`config.mk`:
```
export PLATFORM = sky130hd
export DESIGN_NAME = audio_i2s_tx
export DESIGN_NICKNAME = d
export VERILOG_FILES = /design/src/rtl/audio_i2s_tx.sv
export SDC_FILE = /design/constraint.sdc
export NUM_CORES = 1
export LEC_CHECK = 0
export CAP_MARGIN = 25
export CORE_ASPECT_RATIO = 0.6
export CORE_UTILIZATION = 46
export DETAILED_ROUTE_END_ITERATION = 10
export MAX_ROUTING_LAYER = met4
export PLACE_DENSITY = 0.68
export SYNTH_ARGS = -nofsm -noshare
export SYNTH_HDL_FRONTEND = slang
export SYNTH_SLANG_ARGS = --single-unit
```
`constraint.sdc`:
```
create_clock -name clk -period 2.62 [get_ports clk]
set_clock_uncertainty 0.15 [all_clocks]
set_input_delay 0.524 -clock clk [delete_from_list [all_inputs] [get_ports clk]]
set_output_delay 0.524 -clock clk [all_outputs]
set_load 0.05 [all_outputs]
```
`src/rtl/audio_i2s_tx.sv`:
```
// Philips I2S master transmitter: one-entry stereo holding buffer, BCLK/LRCK generation, MSB-first serializer.
// Optional macro AUDIO_I2S_TX_UNDERRUN_HOLD_EN repeats the last frame on underrun instead of sending silence.
module audio_i2s_tx #(
  parameter int BITS     = 16,
  parameter int BCLK_DIV = 16
) (
  input  logic            clk,
  input  logic            rst_n,
  input  logic [BITS-1:0] in_left,
  input  logic [BITS-1:0] in_right,
  input  logic            in_valid,
  output logic            in_ready,
  output logic            i2s_bclk,
  output logic            i2s_lrck,
  output logic            i2s_dout,
  output logic            underrun
);

  localparam int FW = 2 * BITS;
  localparam int DW = (BCLK_DIV > 2) ? $clog2(BCLK_DIV) : 1;
  localparam int BW = $clog2(FW);
  localparam logic [DW-1:0] DIV_LAST = DW'(BCLK_DIV - 1);
  localparam logic [BW-1:0] BIT_LAST = BW'(FW - 1);
  localparam logic [BW-1:0] LR_LO    = BW'(BITS - 1);
  localparam logic [BW-1:0] LR_HI    = BW'(FW - 2);

  logic [DW-1:0] div_cnt;
  logic [BW-1:0] bit_cnt;
  logic [BW-1:0] bit_nxt;
  logic          buf_full;
  logic [FW-1:0] buf_q;
  logic [FW-1:0] shift_q;
  logic [FW-1:0] fill_frame;
  logic          fall_evt;
  logic          frame_start;

`ifdef AUDIO_I2S_TX_UNDERRUN_HOLD_EN
  logic [FW-1:0] last_q;
  assign fill_frame = last_q;
`else
  assign fill_frame = '0;
`endif

  // Handshake: a pair transfers on any clk edge where in_valid && in_ready;
  // in_ready depends only on buffer state, and the source holds data while it is low.
  assign in_ready = rst_n & ~buf_full;

  assign fall_evt    = (div_cnt == DIV_LAST) & i2s_bclk;
  assign frame_start = fall_evt & (bit_cnt == BIT_LAST);
  assign bit_nxt     = (bit_cnt == BIT_LAST) ? '0 : bit_cnt + BW'(1);

  always_ff @(posedge clk) begin
    if (!rst_n) begin
      div_cnt  <= '0;
      i2s_bclk <= 1'b0;
      bit_cnt  <= BIT_LAST;
      i2s_lrck <= 1'b0;
      i2s_dout <= 1'b0;
      buf_full <= 1'b0;
      buf_q    <= '0;
      shift_q  <= '0;
      underrun <= 1'b0;
`ifdef AUDIO_I2S_TX_UNDERRUN_HOLD_EN
      last_q   <= '0;
`endif
    end else begin
      underrun <= 1'b0;

      if (div_cnt == DIV_LAST) begin
        div_cnt  <= '0;
        i2s_bclk <= ~i2s_bclk;
      end else begin
        div_cnt <= div_cnt + DW'(1);
      end

      if (in_valid && in_ready) begin
        buf_q    <= {in_left, in_right};
        buf_full <= 1'b1;
      end

      if (fall_evt) begin
        bit_cnt  <= bit_nxt;
        // LRCK leads the data by one BCLK, switching during the previous word's LSB.
        i2s_lrck <= (bit_nxt >= LR_LO) && (bit_nxt <= LR_HI);
        if (frame_start) begin
          if (buf_full) begin
            i2s_dout <= buf_q[FW-1];
            shift_q  <= {buf_q[FW-2:0], 1'b0};
            buf_full <= 1'b0;
`ifdef AUDIO_I2S_TX_UNDERRUN_HOLD_EN
            last_q   <= buf_q;
`endif
          end else begin
            i2s_dout <= fill_frame[FW-1];
            shift_q  <= {fill_frame[FW-2:0], 1'b0};
            underrun <= 1'b1;
          end
        end else begin
          i2s_dout <= shift_q[FW-1];
          shift_q  <= {shift_q[FW-2:0], 1'b0};
        end
      end
    end
  end

endmodule
```
==> results of run 1 <==
-- area by class of cell --
type                       instances  area share [%]
tap                               87            2.83
sequential                        77            40.1
timing repair buffer              45            12.1
clock inverter                     5            1.30
clock buffer                      11            6.31
inverter                           1          0.0976
multi-input combinational        241            37.3
-- cell families (layout without fill, tap and decap cells) --
logic type                 count (synthesis)  after routing
and+or+nand+nor                          130            130
AOI/OAI and AO/OA                        105            105
DFF                                       77             77
buffers and inverters                     33             62
adders and majority gates                  3              3
xor gates and xnor gates                   3              3
-- layout by cell type (no fill, tap or decap), types with 2 or more instances in the layout --
master and n:
sky130_fd_sc_hd__dfxtp_1 77, sky130_fd_sc_hd__o22a_1 2, sky130_fd_sc_hd__a31oi_1 32, sky130_fd_sc_hd__and3_1 4
sky130_fd_sc_hd__o2bb2ai_1 31, sky130_fd_sc_hd__nand2_1 70, sky130_fd_sc_hd__nor2b_1 33, sky130_fd_sc_hd__buf_4 4
sky130_fd_sc_hd__o21ai_0 35, sky130_fd_sc_hd__xor2_1 2, sky130_fd_sc_hd__nor2_1 3, sky130_fd_sc_hd__a21boi_0 2
sky130_fd_sc_hd__nand4_1 2, sky130_fd_sc_hd__ha_1 2, sky130_fd_sc_hd__nand3_1 5, sky130_fd_sc_hd__clkdlybuf4s50_1 37
sky130_fd_sc_hd__buf_12 3, sky130_fd_sc_hd__clkinv_2 4, sky130_fd_sc_hd__and2_1 3, sky130_fd_sc_hd__clkbuf_16 9
-- sequential cells by signal, summed over array words and instances, names as in the netlist --
register / cells
div_cnt: 4
bit_cnt: 5
buf_q: 32
shift_q: 31
buf_full: 1
i2s_bclk: 1
underrun: 1
i2s_lrck: 1
i2s_dout: 1
-- metal layers --
layer  share of wire, %  up-vias  track usage, %
li1                   -     1291               -
met1                 52     1138            24.2
met2                 42       40            29.4
met3                5.4        7            8.28
met4               0.77        0            4.56
met5                  0        -               -
-- power by group --
group | switching (mW) | internal (mW)
Sequential | 0.0275 | 1.22
Clock | 0.464 | 0.756
Combinational | 0.0907 | 0.0886
Total | 0.583 | 2.06
-- worst max path at each step --
| stage | endpoint | cells after the start | slack (ns) | startpoint |
|---|---|---|---|---|
| finish | i2s_bclk | 1 | 0.35 | i2s_bclk |
| global route | i2s_bclk | 1 | 0.28 | i2s_bclk |
| CTS | i2s_bclk | 1 | 0.32 | i2s_bclk |
| detailed placement | i2s_lrck | 6 | 0.50 | bit_cnt[0] |
| global placement | i2s_lrck | 6 | 0.54 | bit_cnt[0] |
| floorplan | in_ready | 2 | 0.49 | rst_n |
-- through the flow --
step,utilization [%],hold WS (ns),setup WS (ns),power [mW],std cells
floorplan,-,0.275,0.488,1.37,351
global placement,53.2,0.287,0.544,1.45,451
detailed placement,53.2,0.289,0.498,1.45,451
CTS,57.6,0.308,0.320,2.68,467
global route,57.6,0.317,0.283,2.75,467
finish,57.6,0.305,0.349,2.64,467
==> impl_results.html, run 1 <==
<table>
<tr><th>Metric</th><th>Value</th></tr>
<tr><th colspan="2">Worst setup path</th></tr>
<tr><td>Crit-path leading delay family</td><td>buffers and inverters</td></tr>
<tr><td>Peak fanout along the critical path</td><td>4</td></tr>
<tr><td>CP max stage delay</td><td>0.84 ns</td></tr>
<tr><td>Origin of the critical flop-to-flop path</td><td>bit_cnt[0]</td></tr>
<tr><td>Crit path capture type</td><td>output pin</td></tr>
<tr><td>Slowest-stage cell, CP</td><td>sky130_fd_sc_hd__clkdlybuf4s50_1</td></tr>
<tr><td>Type of the worst setup path</td><td>reg -&gt; out</td></tr>
<tr><td>Worst reg2reg setup slack</td><td>0.48 ns</td></tr>
<tr><td>Worst EP required</td><td>1.95 ns</td></tr>
<tr><td>Buffers &amp; Inverters on Critical Path</td><td>1</td></tr>
<tr><td>Kind of start point of the critical path</td><td>flop</td></tr>
<tr><td>Worst endpoint data arrival time</td><td>1.60 ns</td></tr>
<tr><td>Capture point of the worst reg-to-reg path</td><td>i2s_lrck</td></tr>
<tr><td>Number of cells on the worst reg-to-reg path</td><td>6</td></tr>
<tr><td>CP Cell Sequence</td><td>clkdlybuf4s50_1</td></tr>
<tr><th colspan="2">Hold path</th></tr>
<tr><td>WHS Endpoint</td><td>shift_q[15]</td></tr>
<tr><td>Instance count along the most critical hold path</td><td>1</td></tr>
<tr><td>Worst min path class</td><td>reg -&gt; reg</td></tr>
<tr><td>Hold Startpoint</td><td>shift_q[15]</td></tr>
<tr><th colspan="2">Synth</th></tr>
<tr><td>Proportion of synthesized chip area in sequential cells</td><td>48.7%</td></tr>
<tr><td>Dominant cells by area after synthesis</td><td>sky130_fd_sc_hd__dfxtp_1 (49%), sky130_fd_sc_hd__o2bb2ai_1 (8.6%), sky130_fd_sc_hd__nand2_1 (8.3%)</td></tr>
<tr><td>Complex-gate fraction of the synthesized area</td><td>22.1%</td></tr>
<tr><td>Share of flip-flops with an asynchronous set or reset after synthesis</td><td>0%</td></tr>
<tr><td>Largest family of logic cells by synthesized area</td><td>compound AO/OA/AOI/OAI gates</td></tr>
<tr><td>Post-synth net total</td><td>389</td></tr>
<tr><td>Synth Area in Adders</td><td>1.18%</td></tr>
<tr><td>Number of enable flip-flop cells after synthesis</td><td>0</td></tr>
<tr><td>Mapped cell area</td><td>3170 µm²</td></tr>
<tr><td>#FFs+latches synth</td><td>77</td></tr>
<tr><td>Commonest register cell after synthesis</td><td>sky130_fd_sc_hd__dfxtp_1</td></tr>
<tr><td>Share of the synthesized netlist area taken by xor and xnor gates</td><td>0.829%</td></tr>
<tr><td>Most instantiated library cell after synthesis</td><td>sky130_fd_sc_hd__dfxtp_1</td></tr>
<tr><td>Area fraction in and, or, nand and nor cells after synthesis</td><td>21.0%</td></tr>
<tr><td>Number of warnings printed during yosys synthesis</td><td>0</td></tr>
<tr><td>Top cell type by total area after synthesis</td><td>sky130_fd_sc_hd__dfxtp_1</td></tr>
<tr><td>Leading post-synthesis cells by instance count</td><td>sky130_fd_sc_hd__dfxtp_1 (77), sky130_fd_sc_hd__nand2_1 (70), sky130_fd_sc_hd__o21ai_0 (35)</td></tr>
<tr><td>Distinct cell type count after synthesis</td><td>37</td></tr>
<tr><td>Post-Synthesis Cells</td><td>351</td></tr>
<tr><td>Fraction of synthesized cell area taken by the top area cell type</td><td>48.7%</td></tr>
<tr><td>Avg Synthesized Cell Area</td><td>9.03 µm²</td></tr>
<tr><td>Fraction of synthesized area in multiplexers</td><td>0%</td></tr>
<tr><th colspan="2">Global routing</th></tr>
<tr><td>Vias in the first global route</td><td>2,226</td></tr>
<tr><td>Antenna violations before repair</td><td>0</td></tr>
<tr><td>Pin count of the biggest net entering global routing</td><td>72</td></tr>
<tr><td>GRT Residual Overflow</td><td>0</td></tr>
<tr><td>First-pass GRT wire length</td><td>10,500 µm</td></tr>
<tr><td>Total routing resource utilization after global routing</td><td>19.5%</td></tr>
<tr><th colspan="2">STA</th></tr>
<tr><td>Final TNS setup</td><td>0 ns</td></tr>
<tr><td>Actual transition at the worst max-transition pin</td><td>0.499 ns</td></tr>
<tr><td>Number of failing setup endpoints in the final timing report</td><td>0</td></tr>
<tr><td>Unrepaired setup endpoints after global routing</td><td>false</td></tr>
<tr><td>Achievable clock frequency</td><td>440 MHz</td></tr>
<tr><td>Max-slew headroom</td><td>66.6%</td></tr>
<tr><td>Hold Violations, Final</td><td>0</td></tr>
<tr><td>Max-slew violations</td><td>0</td></tr>
<tr><td>Crit path time final</td><td>2.27 ns</td></tr>
<tr><td>Period utilisation layout</td><td>86.7%</td></tr>
<tr><th colspan="2">Clock tree</th></tr>
<tr><td>CTS tree</td><td>yes</td></tr>
<tr><td>Clock buffers created by TritonCTS</td><td>9</td></tr>
<tr><td>Number of buffers between clock root and the deepest sink</td><td>2</td></tr>
<tr><td>Clk sinks</td><td>77</td></tr>
<tr><td>Cts-stage hold buffer count</td><td>0</td></tr>
<tr><td>Root Buffer Master</td><td>sky130_fd_sc_hd__clkbuf_16</td></tr>
<tr><td>Number of H-tree branching levels</td><td>3</td></tr>
<tr><td>Number of cells upsized or downsized after cts</td><td>0</td></tr>
<tr><td>Number of post-CTS setup repair buffers</td><td>0</td></tr>
<tr><td>Insertion delay of the later-clocked pin in the worst-skew pair</td><td>0.33 ns</td></tr>
<tr><td>Clock transition at the register clock pins on the worst setup and hold paths after CTS</td><td>0.06 ns</td></tr>
<tr><th colspan="2">Final layout</th></tr>
<tr><td>Share of layout cells above drive strength 1</td><td>7.63%</td></tr>
<tr><td>Final cell area excluding filler cells</td><td>3850 µm²</td></tr>
<tr><td>Area added between synthesis and finish</td><td>21.4%</td></tr>
<tr><td>Total inserted antenna cells</td><td>0</td></tr>
<tr><td>Fill cell count</td><td>627</td></tr>
<tr><td>Nets</td><td>413</td></tr>
<tr><td>Sequential Area</td><td>1540 µm²</td></tr>
<tr><td>Multi-input combinational cell area</td><td>1430 µm²</td></tr>
<tr><th colspan="2">Placement</th></tr>
<tr><td>Port Buffer Count</td><td>39</td></tr>
<tr><td>Sum of net half-perimeters after detailed placement</td><td>3790 µm</td></tr>
<tr><td>Final weighted congestion of routability-driven global placement</td><td>0.720</td></tr>
<tr><td>Instance area at placement</td><td>3550 µm²</td></tr>
<tr><th colspan="2">Detailed routing</th></tr>
<tr><td>Total vias in the final route</td><td>2,476</td></tr>
<tr><td>DRC violations left</td><td>0</td></tr>
<tr><td>Routed wire length</td><td>6260 µm</td></tr>
<tr><td>Detailed-route vias per instance</td><td>5.30</td></tr>
<tr><td>Post-DR wirelength/cell</td><td>13.4 µm</td></tr>
<tr><td>Initial detailed-routing violation count</td><td>122</td></tr>
<tr><td>First drt pass iteration count</td><td>4</td></tr>
<tr><td>Count of nets left with antenna violations after detail routing</td><td>0</td></tr>
<tr><th colspan="2">Floorplanning</th></tr>
<tr><td>X dimension of the die</td><td>109 µm</td></tr>
<tr><td>Die height</td><td>66.3 µm</td></tr>
<tr><td>Area of the die</td><td>7230 µm²</td></tr>
<tr><td>Top Ports</td><td>40</td></tr>
<tr><td>Core area</td><td>6680 µm²</td></tr>
<tr><td>Initial Utilization</td><td>47.5%</td></tr>
<tr><td>Standard-cell row count</td><td>23</td></tr>
<tr><th colspan="2">Power and ir drop</th></tr>
<tr><td>Static leakage</td><td>1.31 nW</td></tr>
<tr><td>Peak ir drop on the vdd network</td><td>420 µV</td></tr>
<tr><td>Power per cell area</td><td>687 nW/µm²</td></tr>
<tr><th colspan="2">Run status</th></tr>
<tr><td>Run status</td><td>completed</td></tr>
<tr><th colspan="2">Run</th></tr>
<tr><td>Maximum capacitance violations</td><td>0</td></tr>
</table>
Note: power is estimated with default switching activity, not from simulation.
==> run 2, diff against run 1 <==
Settings changed: CORE_ASPECT_RATIO 0.6 to 1.1, CTS_CLUSTER_DIAMETER set to 120, GPL_TIMING_DRIVEN set to 0.
==> impl_results.html, run 2 (synthesis gave the netlist of run 1 again) <==
<table>
<tr><th>Metric</th><th>Value</th></tr>
<tr><th colspan="2">Placement</th></tr>
<tr><td>Final weighted congestion of routability-driven global placement</td><td>0.763 (+6.0%)</td></tr>
<tr><td>Sum of net half-perimeters after detailed placement</td><td>4500 µm (+19%)</td></tr>
<tr><td>Port Buffer Count</td><td>39 (unchanged)</td></tr>
<tr><td>Instance area at placement</td><td>3660 µm² (+3.0%)</td></tr>
<tr><td>Post-Place Setup Slack</td><td>-0.495 ns (-0.993 ns)</td></tr>
<tr><th colspan="2">Detailed routing</th></tr>
<tr><td>Count of nets left with antenna violations after detail routing</td><td>0 (unchanged)</td></tr>
<tr><td>First drt pass iteration count</td><td>4 (unchanged)</td></tr>
<tr><td>DRC violations left</td><td>0 (unchanged)</td></tr>
<tr><td>Initial detailed-routing violation count</td><td>148 (+21%)</td></tr>
<tr><td>Post-DR wirelength/cell</td><td>13.9 µm (+3.9%)</td></tr>
<tr><td>Routed wire length</td><td>6800 µm (+8.6%)</td></tr>
<tr><td>Detailed-route vias per instance</td><td>5.32 (+0.26%)</td></tr>
<tr><td>Total vias in the final route</td><td>2,594 (+4.8%)</td></tr>
<tr><th colspan="2">STA</th></tr>
<tr><td>Max-slew headroom</td><td>67.2% (+0.52 points)</td></tr>
<tr><td>Actual transition at the worst max-transition pin</td><td>0.491 ns (-0.00772 ns)</td></tr>
<tr><td>Number of failing setup endpoints in the final timing report</td><td>0 (unchanged)</td></tr>
<tr><td>Achievable clock frequency</td><td>401 MHz (-8.9%)</td></tr>
<tr><td>Final critical-path setup slack</td><td>0.128 ns (-0.221 ns)</td></tr>
<tr><td>Unrepaired setup endpoints after global routing</td><td>false</td></tr>
<tr><td>Period utilisation layout</td><td>95.1% (+8.4 points)</td></tr>
<tr><td>Hold Violations, Final</td><td>0 (unchanged)</td></tr>
<tr><td>Crit path time final</td><td>2.49 ns (+0.221 ns)</td></tr>
<tr><td>Max-slew violations</td><td>0 (unchanged)</td></tr>
<tr><th colspan="2">Final layout</th></tr>
<tr><td>Commonest non-fill, non-tap cells in the layout</td><td>sky130_fd_sc_hd__dfxtp_1 (77), sky130_fd_sc_hd__nand2_1 (70), sky130_fd_sc_hd__clkdlybuf4s50_1 (38)</td></tr>
<tr><td>Nets</td><td>439 (+6.3%)</td></tr>
<tr><td>Final cell area excluding filler cells</td><td>3880 µm² (+0.98%)</td></tr>
<tr><td>Commonest non-fill, non-tap cell in the layout</td><td>sky130_fd_sc_hd__dfxtp_1</td></tr>
<tr><td>Total inserted antenna cells</td><td>0 (unchanged)</td></tr>
<tr><td>Largest register by flop count</td><td>buf_q</td></tr>
<tr><td>Flip-flop count of the largest register, all copies and words added</td><td>32 (unchanged)</td></tr>
<tr><td>Share of layout cells above drive strength 1</td><td>9.61% (+2.0 points)</td></tr>
<tr><td>Final design utilization</td><td>58.6% (+0.95 points)</td></tr>
<tr><td>Regs by FF count</td><td>buf_q: 32 flops, shift_q: 31 flops, bit_cnt: 5 flops</td></tr>
<tr><td>Area added between synthesis and finish</td><td>22.6%</td></tr>
<tr><th colspan="2">Floorplanning</th></tr>
<tr><td>Initial Utilization</td><td>47.8% (+0.31 points)</td></tr>
<tr><td>Area of the die</td><td>7220 µm² (-0.14%)</td></tr>
<tr><td>X dimension of the die</td><td>81.1 µm (-26%)</td></tr>
<tr><td>Top Ports</td><td>40 (unchanged)</td></tr>
<tr><td>Standard-cell row count</td><td>31 (+35%)</td></tr>
<tr><td>Die height</td><td>89.0 µm (+34%)</td></tr>
<tr><td>Core area</td><td>6630 µm² (-0.66%)</td></tr>
<tr><th colspan="2">Clock tree</th></tr>
<tr><td>Number of post-CTS setup repair buffers</td><td>0 (unchanged)</td></tr>
<tr><td>Clk sinks</td><td>77 (unchanged)</td></tr>
<tr><td>Insertion delay of the later-clocked pin in the worst-skew pair</td><td>0.36 ns (+0.03 ns)</td></tr>
<tr><td>Clock buffers created by TritonCTS</td><td>9 (unchanged)</td></tr>
<tr><td>Number of buffers between clock root and the deepest sink</td><td>2 (unchanged)</td></tr>
<tr><td>Clock transition at the register clock pins on the worst setup and hold paths after CTS</td><td>0.08 ns (+0.02 ns)</td></tr>
<tr><td>Cts-stage hold buffer count</td><td>0 (unchanged)</td></tr>
<tr><td>Number of H-tree branching levels</td><td>3 (unchanged)</td></tr>
<tr><td>CTS tree</td><td>yes</td></tr>
<tr><td>Root Buffer Master</td><td>sky130_fd_sc_hd__clkbuf_8</td></tr>
<tr><th colspan="2">Power and ir drop</th></tr>
<tr><td>Static leakage</td><td>1.34 nW (+2.1%)</td></tr>
<tr><td>Comb pwr share</td><td>7.7% (+0.9 points)</td></tr>
<tr><td>Sequential share of power</td><td>50.8% (+3.7 points)</td></tr>
<tr><td>Net switching fraction of the power</td><td>23.5% (+1.4 points)</td></tr>
<tr><td>Power per cell area</td><td>629 nW/µm² (-8.5%)</td></tr>
<tr><td>Total net switching power</td><td>573 µW (-1.7%)</td></tr>
<tr><td>Internal power component</td><td>1.87 mW (-9.3%)</td></tr>
<tr><td>Peak ir drop on the vdd network</td><td>548 µV (+30%)</td></tr>
<tr><td>Relative contribution of the clock network to total power</td><td>41.5% (-4.7 points)</td></tr>
<tr><th colspan="2">Global routing</th></tr>
<tr><td>Vias in the first global route</td><td>2,350 (+5.6%)</td></tr>
<tr><td>Antenna violations before repair</td><td>0 (unchanged)</td></tr>
<tr><td>Total routing resource utilization after global routing</td><td>21.0% (+1.5 points)</td></tr>
<tr><td>First-pass GRT wire length</td><td>11,100 µm (+6.1%)</td></tr>
<tr><td>GRT Residual Overflow</td><td>0 (unchanged)</td></tr>
<tr><td>Pin count of the biggest net entering global routing</td><td>14 (-81%)</td></tr>
<tr><th colspan="2">Worst setup path</th></tr>
<tr><td>Origin of the critical flop-to-flop path</td><td>bit_cnt[0]</td></tr>
<tr><td>Crit path capture type</td><td>output pin</td></tr>
<tr><td>Worst endpoint data arrival time</td><td>1.82 ns (+0.22 ns)</td></tr>
<tr><td>Number of cells on the worst reg-to-reg path</td><td>8 (+2)</td></tr>
<tr><td>Peak fanout along the critical path</td><td>10 (+6)</td></tr>
<tr><td>Worst EP required</td><td>1.95 ns (about the same)</td></tr>
<tr><td>Type of the worst setup path</td><td>in -&gt; out</td></tr>
<tr><td>Kind of start point of the critical path</td><td>input pin</td></tr>
<tr><td>Source of the critical timing path</td><td>rst_n</td></tr>
<tr><th colspan="2">Run status</th></tr>
<tr><td>Run status</td><td>completed</td></tr>
<tr><th colspan="2">Hold path</th></tr>
<tr><td>Worst min path class</td><td>reg -&gt; reg</td></tr>
<tr><td>Hold Startpoint</td><td>shift_q[13]</td></tr>
<tr><td>Instance count along the most critical hold path</td><td>1 (unchanged)</td></tr>
<tr><th colspan="2">Run</th></tr>
<tr><td>Maximum capacitance violations</td><td>0 (unchanged)</td></tr>
</table>
==> run 2: cell count changes in the layout (fill, tap and decap cells not counted), moves of 3 or more <==
cell                        before  now
sky130_fd_sc_hd__buf_6           0    7
sky130_fd_sc_hd__buf_2           1    8
sky130_fd_sc_hd__clkbuf_16       9    0
sky130_fd_sc_hd__buf_12          3    0
sky130_fd_sc_hd__clkbuf_8        1   10
sky130_fd_sc_hd__clkinv_2        4    0
sky130_fd_sc_hd__clkbuf_1        1   13
==> run 2: per-stage QoR <==
stage	power, mW	TNS, ns	hold slack [ns]	cells
6_report	2.44	0	0.307	488
5_1_grt	2.54	0	0.320	488
4_1_cts	2.46	0	0.311	488
3_5_place_dp	1.46	-0.495	0.289	472
3_3_place_gp	1.46	-0.517	0.287	472
2_1_floorplan	1.37	0	0.275	351
==> run 2: power by group through the flow <==
stage	Sequential, mW	Combinational (mW)	Clock (mW)
floorplan	1.26	0.106	0
global placement	1.27	0.189	0
detailed placement	1.27	0.192	0
CTS	1.24	0.193	1.03
global route	1.25	0.211	1.08
finish	1.24	0.189	1.01
==> run 2: cell type report <==
cell class | count | area (µm²)
plain buffers | 32 | 195
clock buffers | 11 | 141
clock inverters | 5 | 83.8
fillers | 625 | 2750
inverters | 1 | 3.75
multi-input cells | 241 | 1430
flip-flops and latches | 77 | 1540
well taps | 82 | 103
repair buffers | 39 | 385
==> run 2: final timing paths <==
check,end,slack (ns)
setup / recovery,in_ready,0.13
hold / removal,shift_q[13],0.31
setup reg to reg,shift_q[10],0.27
hold reg to reg,shift_q[13],0.31
==> run 2: per-layer routing <==
layer | share of wire (%) | up-vias | GRT usage, % | wire length (µm)
met5 | 0 | - | - | 0
met4 | 1.5 | 0 | 7.31 | 103
met3 | 3.6 | 10 | 5.20 | 248
met2 | 45 | 38 | 31.8 | 3060
met1 | 50 | 1207 | 27.3 | 3390
li1 | - | 1339 | - | -
==> run 2: critical path, cell delays in order <==
cell and delay, ns:
sky130_fd_sc_hd__clkdlybuf4s50_1 0.55, sky130_fd_sc_hd__buf_4 0.23, sky130_fd_sc_hd__nor2b_1 0.21, sky130_fd_sc_hd__buf_2 0.29
==> run 2: timing repair <==
action                                  CTS  global route
endpoints found under the setup margin    1             1
gates cloned                              0             0
resized for setup                         4             2
==> run 3, diff against run 2 <==
Settings changed: ABC_CLOCK_PERIOD_IN_PS set to 2620.
==> results of run 3 <==
No change in the layout: final DEF, timing and power equal those of run 2.
